### config.mk
export PLATFORM = sky130hd
export DESIGN_NAME = servo_pwm_gen
export DESIGN_NICKNAME = d
export VERILOG_FILES = /design/src/rtl/servo_pkg.sv /design/src/rtl/servo_slew_step.sv /design/src/rtl/servo_pwm_gen.sv
export SDC_FILE = /design/constraint.sdc
export NUM_CORES = 1
export LEC_CHECK = 0
export CAP_MARGIN = 20
export CORE_MARGIN = 5
export CORE_UTILIZATION = 63
export CTS_BUF_LIST = sky130_fd_sc_hd__clkbuf_2 sky130_fd_sc_hd__clkbuf_4 sky130_fd_sc_hd__clkbuf_8
export DETAILED_ROUTE_END_ITERATION = 10
export GPL_TIMING_DRIVEN = 1
export PLACE_DENSITY = 0.83
export SLEW_MARGIN = 20
export SYNTH_ARGS = -nofsm -noshare
export SYNTH_HDL_FRONTEND = slang
export SYNTH_HIERARCHICAL = 1
export SYNTH_SLANG_ARGS = --single-unit
### constraint.sdc
create_clock -name clock_clk -period 8.3 [get_ports clock_clk]
set_clock_uncertainty 0.15 [all_clocks]
set_input_delay 1.66 -clock clock_clk [delete_from_list [all_inputs] [get_ports clock_clk]]
set_output_delay 1.66 -clock clock_clk [all_outputs]
set_load 0.05 [all_outputs]
### src/rtl/servo_pkg.sv
// Shared definitions for the servo pulse generator and the pulse-width
// measurement block.
//   servo_state_e      : frame engine state encoding (IDLE / RUN / DRAIN)
//   WIDTH_W            : width of counters, commands and pulse widths
//   DEF_PERIOD_CYCLES  : default frame length (20 ms at 50 MHz)
//   DEF_MIN_PULSE      : default minimum high time (1 ms)
//   DEF_MAX_PULSE      : default maximum high time (2 ms)
//   DEF_SLEW_STEP      : default width change per frame (0 = unlimited)
package servo_pkg;

  typedef enum logic [1:0] {
    ST_IDLE  = 2'd0,
    ST_RUN   = 2'd1,
    ST_DRAIN = 2'd2
  } servo_state_e;

  localparam int unsigned WIDTH_W           = 32;
  localparam int unsigned DEF_PERIOD_CYCLES = 1000000;
  localparam int unsigned DEF_MIN_PULSE     = 50000;
  localparam int unsigned DEF_MAX_PULSE     = 100000;
  localparam int unsigned DEF_SLEW_STEP     = 0;

endpackage : servo_pkg

### src/rtl/servo_slew_step.sv
// One slew step: moves the current width toward the target by at most
// step_i clocks. step_i == 0 means the target is reached in one step.
//   cur_i  : width currently in use
//   tgt_i  : width being approached
//   step_i : largest allowed change (0 = unlimited)
//   nxt_o  : width for the next frame
// The difference is formed in WIDTH_W+1 bits so any pair of unsigned
// operands is represented without overflow; cur +/- step never passes the
// target because that case takes the "reach target" branch.
module servo_slew_step
  import servo_pkg::*;
(
  input  logic [WIDTH_W-1:0] cur_i,
  input  logic [WIDTH_W-1:0] tgt_i,
  input  logic [WIDTH_W-1:0] step_i,
  output logic [WIDTH_W-1:0] nxt_o
);

  logic signed [WIDTH_W:0] diff;
  logic        [WIDTH_W:0] mag;

  always_comb begin
    diff = $signed({1'b0, tgt_i}) - $signed({1'b0, cur_i});
    mag  = diff[WIDTH_W] ? $unsigned(-diff) : $unsigned(diff);
    if ((step_i == '0) || (mag <= {1'b0, step_i})) begin
      nxt_o = tgt_i;
    end else if (diff[WIDTH_W]) begin
      nxt_o = cur_i - step_i;
    end else begin
      nxt_o = cur_i + step_i;
    end
  end

endmodule : servo_slew_step

### src/rtl/servo_pwm_gen.sv
// Hobby-servo PWM frame generator.
//   clock_clk    : single clock, rising edge
//   reset_low    : asynchronous active-low reset
//   enable       : request pulse generation
//   cmd_width    : requested pulse width in clocks (clamped to MIN..MAX)
//   cmd_valid    : cmd_width valid
//   cmd_ready    : pending slot empty; accept on cmd_valid && cmd_ready
//   pwm_out      : registered servo drive pulse
//   period_start : one-cycle strobe on frame cycle 0
//   active_width : width used by the current frame
// Width changes only take effect at frame boundaries so a pulse is never
// cut short or stretched mid-frame; in IDLE a command applies at once.
module servo_pwm_gen
  import servo_pkg::*;
#(
  parameter int unsigned PERIOD_CYCLES = DEF_PERIOD_CYCLES,
  parameter int unsigned MIN_PULSE     = DEF_MIN_PULSE,
  parameter int unsigned MAX_PULSE     = DEF_MAX_PULSE,
  parameter int unsigned SLEW_STEP     = DEF_SLEW_STEP
) (
  input  logic               clock_clk,
  input  logic               reset_low,
  input  logic               enable,
  input  logic [WIDTH_W-1:0] cmd_width,
  input  logic               cmd_valid,
  output logic               cmd_ready,
  output logic               pwm_out,
  output logic               period_start,
  output logic [WIDTH_W-1:0] active_width
);

  if (!((MIN_PULSE <= MAX_PULSE) && (MAX_PULSE < PERIOD_CYCLES))) begin : g_param_check
    $error("servo_pwm_gen: parameters must satisfy MIN_PULSE <= MAX_PULSE < PERIOD_CYCLES");
  end

  localparam logic [WIDTH_W-1:0] MIN_W     = WIDTH_W'(MIN_PULSE);
  localparam logic [WIDTH_W-1:0] MAX_W     = WIDTH_W'(MAX_PULSE);
  localparam logic [WIDTH_W-1:0] STEP_W    = WIDTH_W'(SLEW_STEP);
  localparam logic [WIDTH_W-1:0] LAST_CNT  = WIDTH_W'(PERIOD_CYCLES - 1);
  localparam logic [WIDTH_W-1:0] MID_W     = WIDTH_W'((MIN_PULSE + MAX_PULSE) / 2);

  function automatic logic [WIDTH_W-1:0] clamp_width(input logic [WIDTH_W-1:0] w);
    if (w < MIN_W) return MIN_W;
    if (w > MAX_W) return MAX_W;
    return w;
  endfunction

  servo_state_e       state_q, state_d;
  logic [WIDTH_W-1:0] cnt_q, cnt_d;
  logic [WIDTH_W-1:0] pend_q, pend_d;
  logic               pend_full_q, pend_full_d;
  logic [WIDTH_W-1:0] active_q, active_d;
  logic [WIDTH_W-1:0] target_q, target_d;
  logic               pwm_q, pwm_d;
  logic               pstart_q, pstart_d;

  logic [WIDTH_W-1:0] bnd_tgt;
  logic [WIDTH_W-1:0] slew_nxt;
  logic               wrap;

  // A pending command becomes the target at the boundary; without one the
  // existing target keeps pulling active_width along (multi-frame slew).
  assign bnd_tgt = pend_full_q ? pend_q : target_q;
  assign wrap    = (cnt_q == LAST_CNT);

  servo_slew_step u_slew (
    .cur_i  (active_q),
    .tgt_i  (bnd_tgt),
    .step_i (STEP_W),
    .nxt_o  (slew_nxt)
  );

  always_comb begin
    state_d     = state_q;
    cnt_d       = cnt_q;
    pend_d      = pend_q;
    pend_full_d = pend_full_q;
    active_d    = active_q;
    target_d    = target_q;

    unique case (state_q)
      ST_IDLE: begin
        cnt_d = '0;
        if (pend_full_q) begin
          active_d    = pend_q;
          target_d    = pend_q;
          pend_full_d = 1'b0;
        end
        if (enable) state_d = ST_RUN;
      end
      ST_RUN, ST_DRAIN: begin
        if (wrap) begin
          // Boundary: uses the pending slot as it stood before this edge,
          // so a command accepted on this same edge waits one more frame.
          cnt_d    = '0;
          active_d = slew_nxt;
          target_d = bnd_tgt;
          if (pend_full_q) pend_full_d = 1'b0;
          state_d  = enable ? ST_RUN : ST_IDLE;
        end else begin
          cnt_d   = cnt_q + 1'b1;
          state_d = enable ? ST_RUN : ST_DRAIN;
        end
      end
      default: begin
        state_d = ST_IDLE;
        cnt_d   = '0;
      end
    endcase

    // Acceptance only happens with the slot empty, so it never collides
    // with the clears above.
    if (cmd_valid && !pend_full_q) begin
      pend_d      = clamp_width(cmd_width);
      pend_full_d = 1'b1;
    end

    // Outputs are registered from next-state values so they line up with
    // the counter value of the cycle they belong to.
    pwm_d    = (state_d != ST_IDLE) && (cnt_d < active_d);
    pstart_d = (state_d != ST_IDLE) && (cnt_d == '0);
  end

  always_ff @(posedge clock_clk or negedge reset_low) begin
    if (!reset_low) begin
      state_q     <= ST_IDLE;
      cnt_q       <= '0;
      pend_q      <= '0;
      pend_full_q <= 1'b0;
      active_q    <= MID_W;
      target_q    <= MID_W;
      pwm_q       <= 1'b0;
      pstart_q    <= 1'b0;
    end else begin
      state_q     <= state_d;
      cnt_q       <= cnt_d;
      pend_q      <= pend_d;
      pend_full_q <= pend_full_d;
      active_q    <= active_d;
      target_q    <= target_d;
      pwm_q       <= pwm_d;
      pstart_q    <= pstart_d;
    end
  end

  assign cmd_ready    = ~pend_full_q;
  assign pwm_out      = pwm_q;
  assign period_start = pstart_q;
  assign active_width = active_q;

endmodule : servo_pwm_gen
==> impl_metrics.json <==
{
  "status": "finished, violations left",
  "violations": "slew limit",
  "min_period_ps": 5057,
  "ys_async_sr_fraction_pct": 100.0,
  "yosysWarnings": 6,
  "dr_total_vias": 12650,
  "synth_flop_cell": "dfrtp_1",
  "cts_tree": "built",
  "numCtsBuffers": 17,
  "clk_latency_ps": 440,
  "tightest_slew_ps": 2122,
  "hpwl_um": 29270,
  "end_kind": "flip-flop",
  "nets": 1901,
  "path_clk_slew_ps": 80,
  "synth_area_um2": 13800,
  "cts.sinks": 133,
  "grt_max_degree": 79,
  "whs_ps": 360.6,
  "setup.worst_path.start_class": "flip-flop",
  "grt_pass1_vias": 11890,
  "worstSetupPathType": "reg2reg",
  "syn2layout_area_growth_pct": 11.71,
  "drive_gt1_share_pct": 10.95,
  "max_freq_mhz": 197.7,
  "rrSetupSlack_ps": 3240,
  "final_cell_mix": "ha_1 (130), nor2_1 (122), nand2_1 (118)",
  "hold_viol_final": 0,
  "cts_setup_buffers": 0,
  "hold_start": "target_q[20]",
  "holdBufCountCts": 0,
  "rows": 54,
  "r2r-end": "pwm_out",
  "fin_util_pct": 71.07,
  "arrival_ps": 5250,
  "drt-total-wl_um": 37780,
  "holdPathStages": 1,
  "r2r-start": "cnt_q[28]",
  "layout.cells.most_common": "ha_1",
  "clock_tree.root_cell": "clkbuf_8",
  "finalCritPeriodShare_pct": 60.93,
  "hold_class": "reg2reg",
  "slew_headroom_pct": -41.44,
  "grt_pass1_wl_um": 60480,
  "rsz0062_at_grt": "no",
  "synth_cells": 1613,
  "synth_edf_count": 0,
  "yosysUniqueCellTypes": 90,
  "first_iter_violations": 1051,
  "post-route-drc-count": 0,
  "finalWeightedCongestion": 0.9683,
  "die_w_um": 158,
  "dieArea_um2": 24960,
  "antenna_found_initial": 1,
  "post_drt_wl_per_cell_um": 18.66,
  "ioPinCount": 71,
  "cp_max_fo": 31,
  "setup_tns_ps": 0,
  "routed_via_density": 6.248,
  "core_um2": 21690,
  "portBuffers": 70,
  "setup_viol": 0,
  "slew_viol_final": 33,
  "grt-ovfl-total": 0,
  "r2r_cells": 15,
  "die_h_um": 158,
  "maxCapViolations": 0,
  "yosysSeqAreaShare_pct": 24.26,
  "ys_seq_elements": 133,
  "required_ps": 8490,
  "hold_end": "target_q[20]",
  "drt_pre_antenna_iters": 6,
  "syn_area_per_cell_um2": 8.555,
  "htree_levels": 4,
  "cts.repair.resized": 0,
  "start_util_pct": 63.63,
  "antenna_left": 0,
  "num_antenna_cells": 0,
  "grt_use_total_pct": 30.09,
  "max-clock-path-buffers": 2
}
[layer usage]
layer	track usage [%]	share of wire, %	vias up	wire length (µm)
met4	9.301	3.0	2	1124
li1	-	-	6058	-
met3	4.183	6.3	80	2366
met2	51.11	48	483	18030
met1	39.96	43	6030	16250
met5	0	0.034	-	13
[sequential cells by signal (all words and copies together) (netlist names)]
signal        cells
cnt_q            32
period_start      1
pwm_out           1
active_width     32
pend_full_q       1
pend_q           32
target_q         32
state_q           2
[stage by stage]
stage	cells	instance area (µm²)	worst slack, ps
finish	2025	15410	3243
floorplan	1703	14140	4073
detailed placement	1993	14950	3384
global placement	1993	14950	3686
CTS	2025	15400	3316
global route	2025	15410	2943
[cells by family after synthesis]
family / Yosys count / share of synthesized area (%)
AND/OR/NAND/NOR: 485 / 18.58
adder cells (fa/ha/maj): 133 / 12.17
multiplexers: 102 / 8.958
XOR/XNOR: 135 / 8.568
other: 1 / 0.02717
flip-flops: 133 / 24.26
buffers and inverters: 159 / 4.851
AO/OA/AOI/OAI: 465 / 22.59
[cell type report]
cell class,instances,area (µm²)
clock buffer,24,311.5
clock inverter,8,146.4
fill,1668,6274
inverter,90,337.8
multi-input combinational,1411,10150
sequential,133,3348
tap,280,350.3
timing repair buffer,79,773.2
[worst max path at each step]
| stage | cells past startpoint | endpoint | startpoint | slack, ps |
|---|---|---|---|---|
| 2_1_floorplan | 17 | pwm_out | cnt_q[0] | 4070 |
| 3_3_place_gp | 16 | pwm_out | cnt_q[0] | 3690 |
| 3_5_place_dp | 16 | pwm_out | cnt_q[0] | 3380 |
| 4_1_cts | 16 | pwm_out | cnt_q[0] | 3320 |
| 5_1_grt | 16 | pwm_out | cnt_q[0] | 2940 |
| 6_report | 15 | pwm_out | cnt_q[28] | 3240 |
[critical path: stages (launching register included)]
cell	delay, ps
dfrtp_1	460
nor4_1	570
nand3_1	230
nor4_4	440
and2_0	180
buf_4	330
a22oi_1	150
o21a_1	210
ha_1	300
a2111oi_0	430
o21ai_0	170
a31o_2	270
a21oi_1	250
o31ai_1	120
a2111o_1	410
a211oi_1	270
[synthesized netlist by cell type (14+ instances only)]
library cell  number  area share (%)
buf_2             14            0.51
clkbuf_1          40             1.1
a21oi_1          104             3.8
o21ai_0           91             3.3
ha_1             131              12
dfrtp_1          117              21
and2_1            15            0.68
nand3_1           42             1.5
xnor2_1           96             6.1
inv_1             90             2.4
nand4_1           28             1.3
o21ai_1           16            0.58
nor2_1           122             3.3
xor2_1            39             2.5
a211oi_1          15            0.82
o31ai_1           19             1.0
nor2b_1           35             1.6
mux2_2            68             5.5
dfstp_2           16             3.0
nand2_1          118             3.2
nor3_1            25            0.91
a22oi_1           32             1.7
or3_1             16            0.73
a21o_1            33             1.8
o21a_1            50             2.7
mux2_4            26             2.8
Power is left out: the tool's default activity adds up to more than one toggle a clock period on the data nets, which glitch-free logic cannot reach.
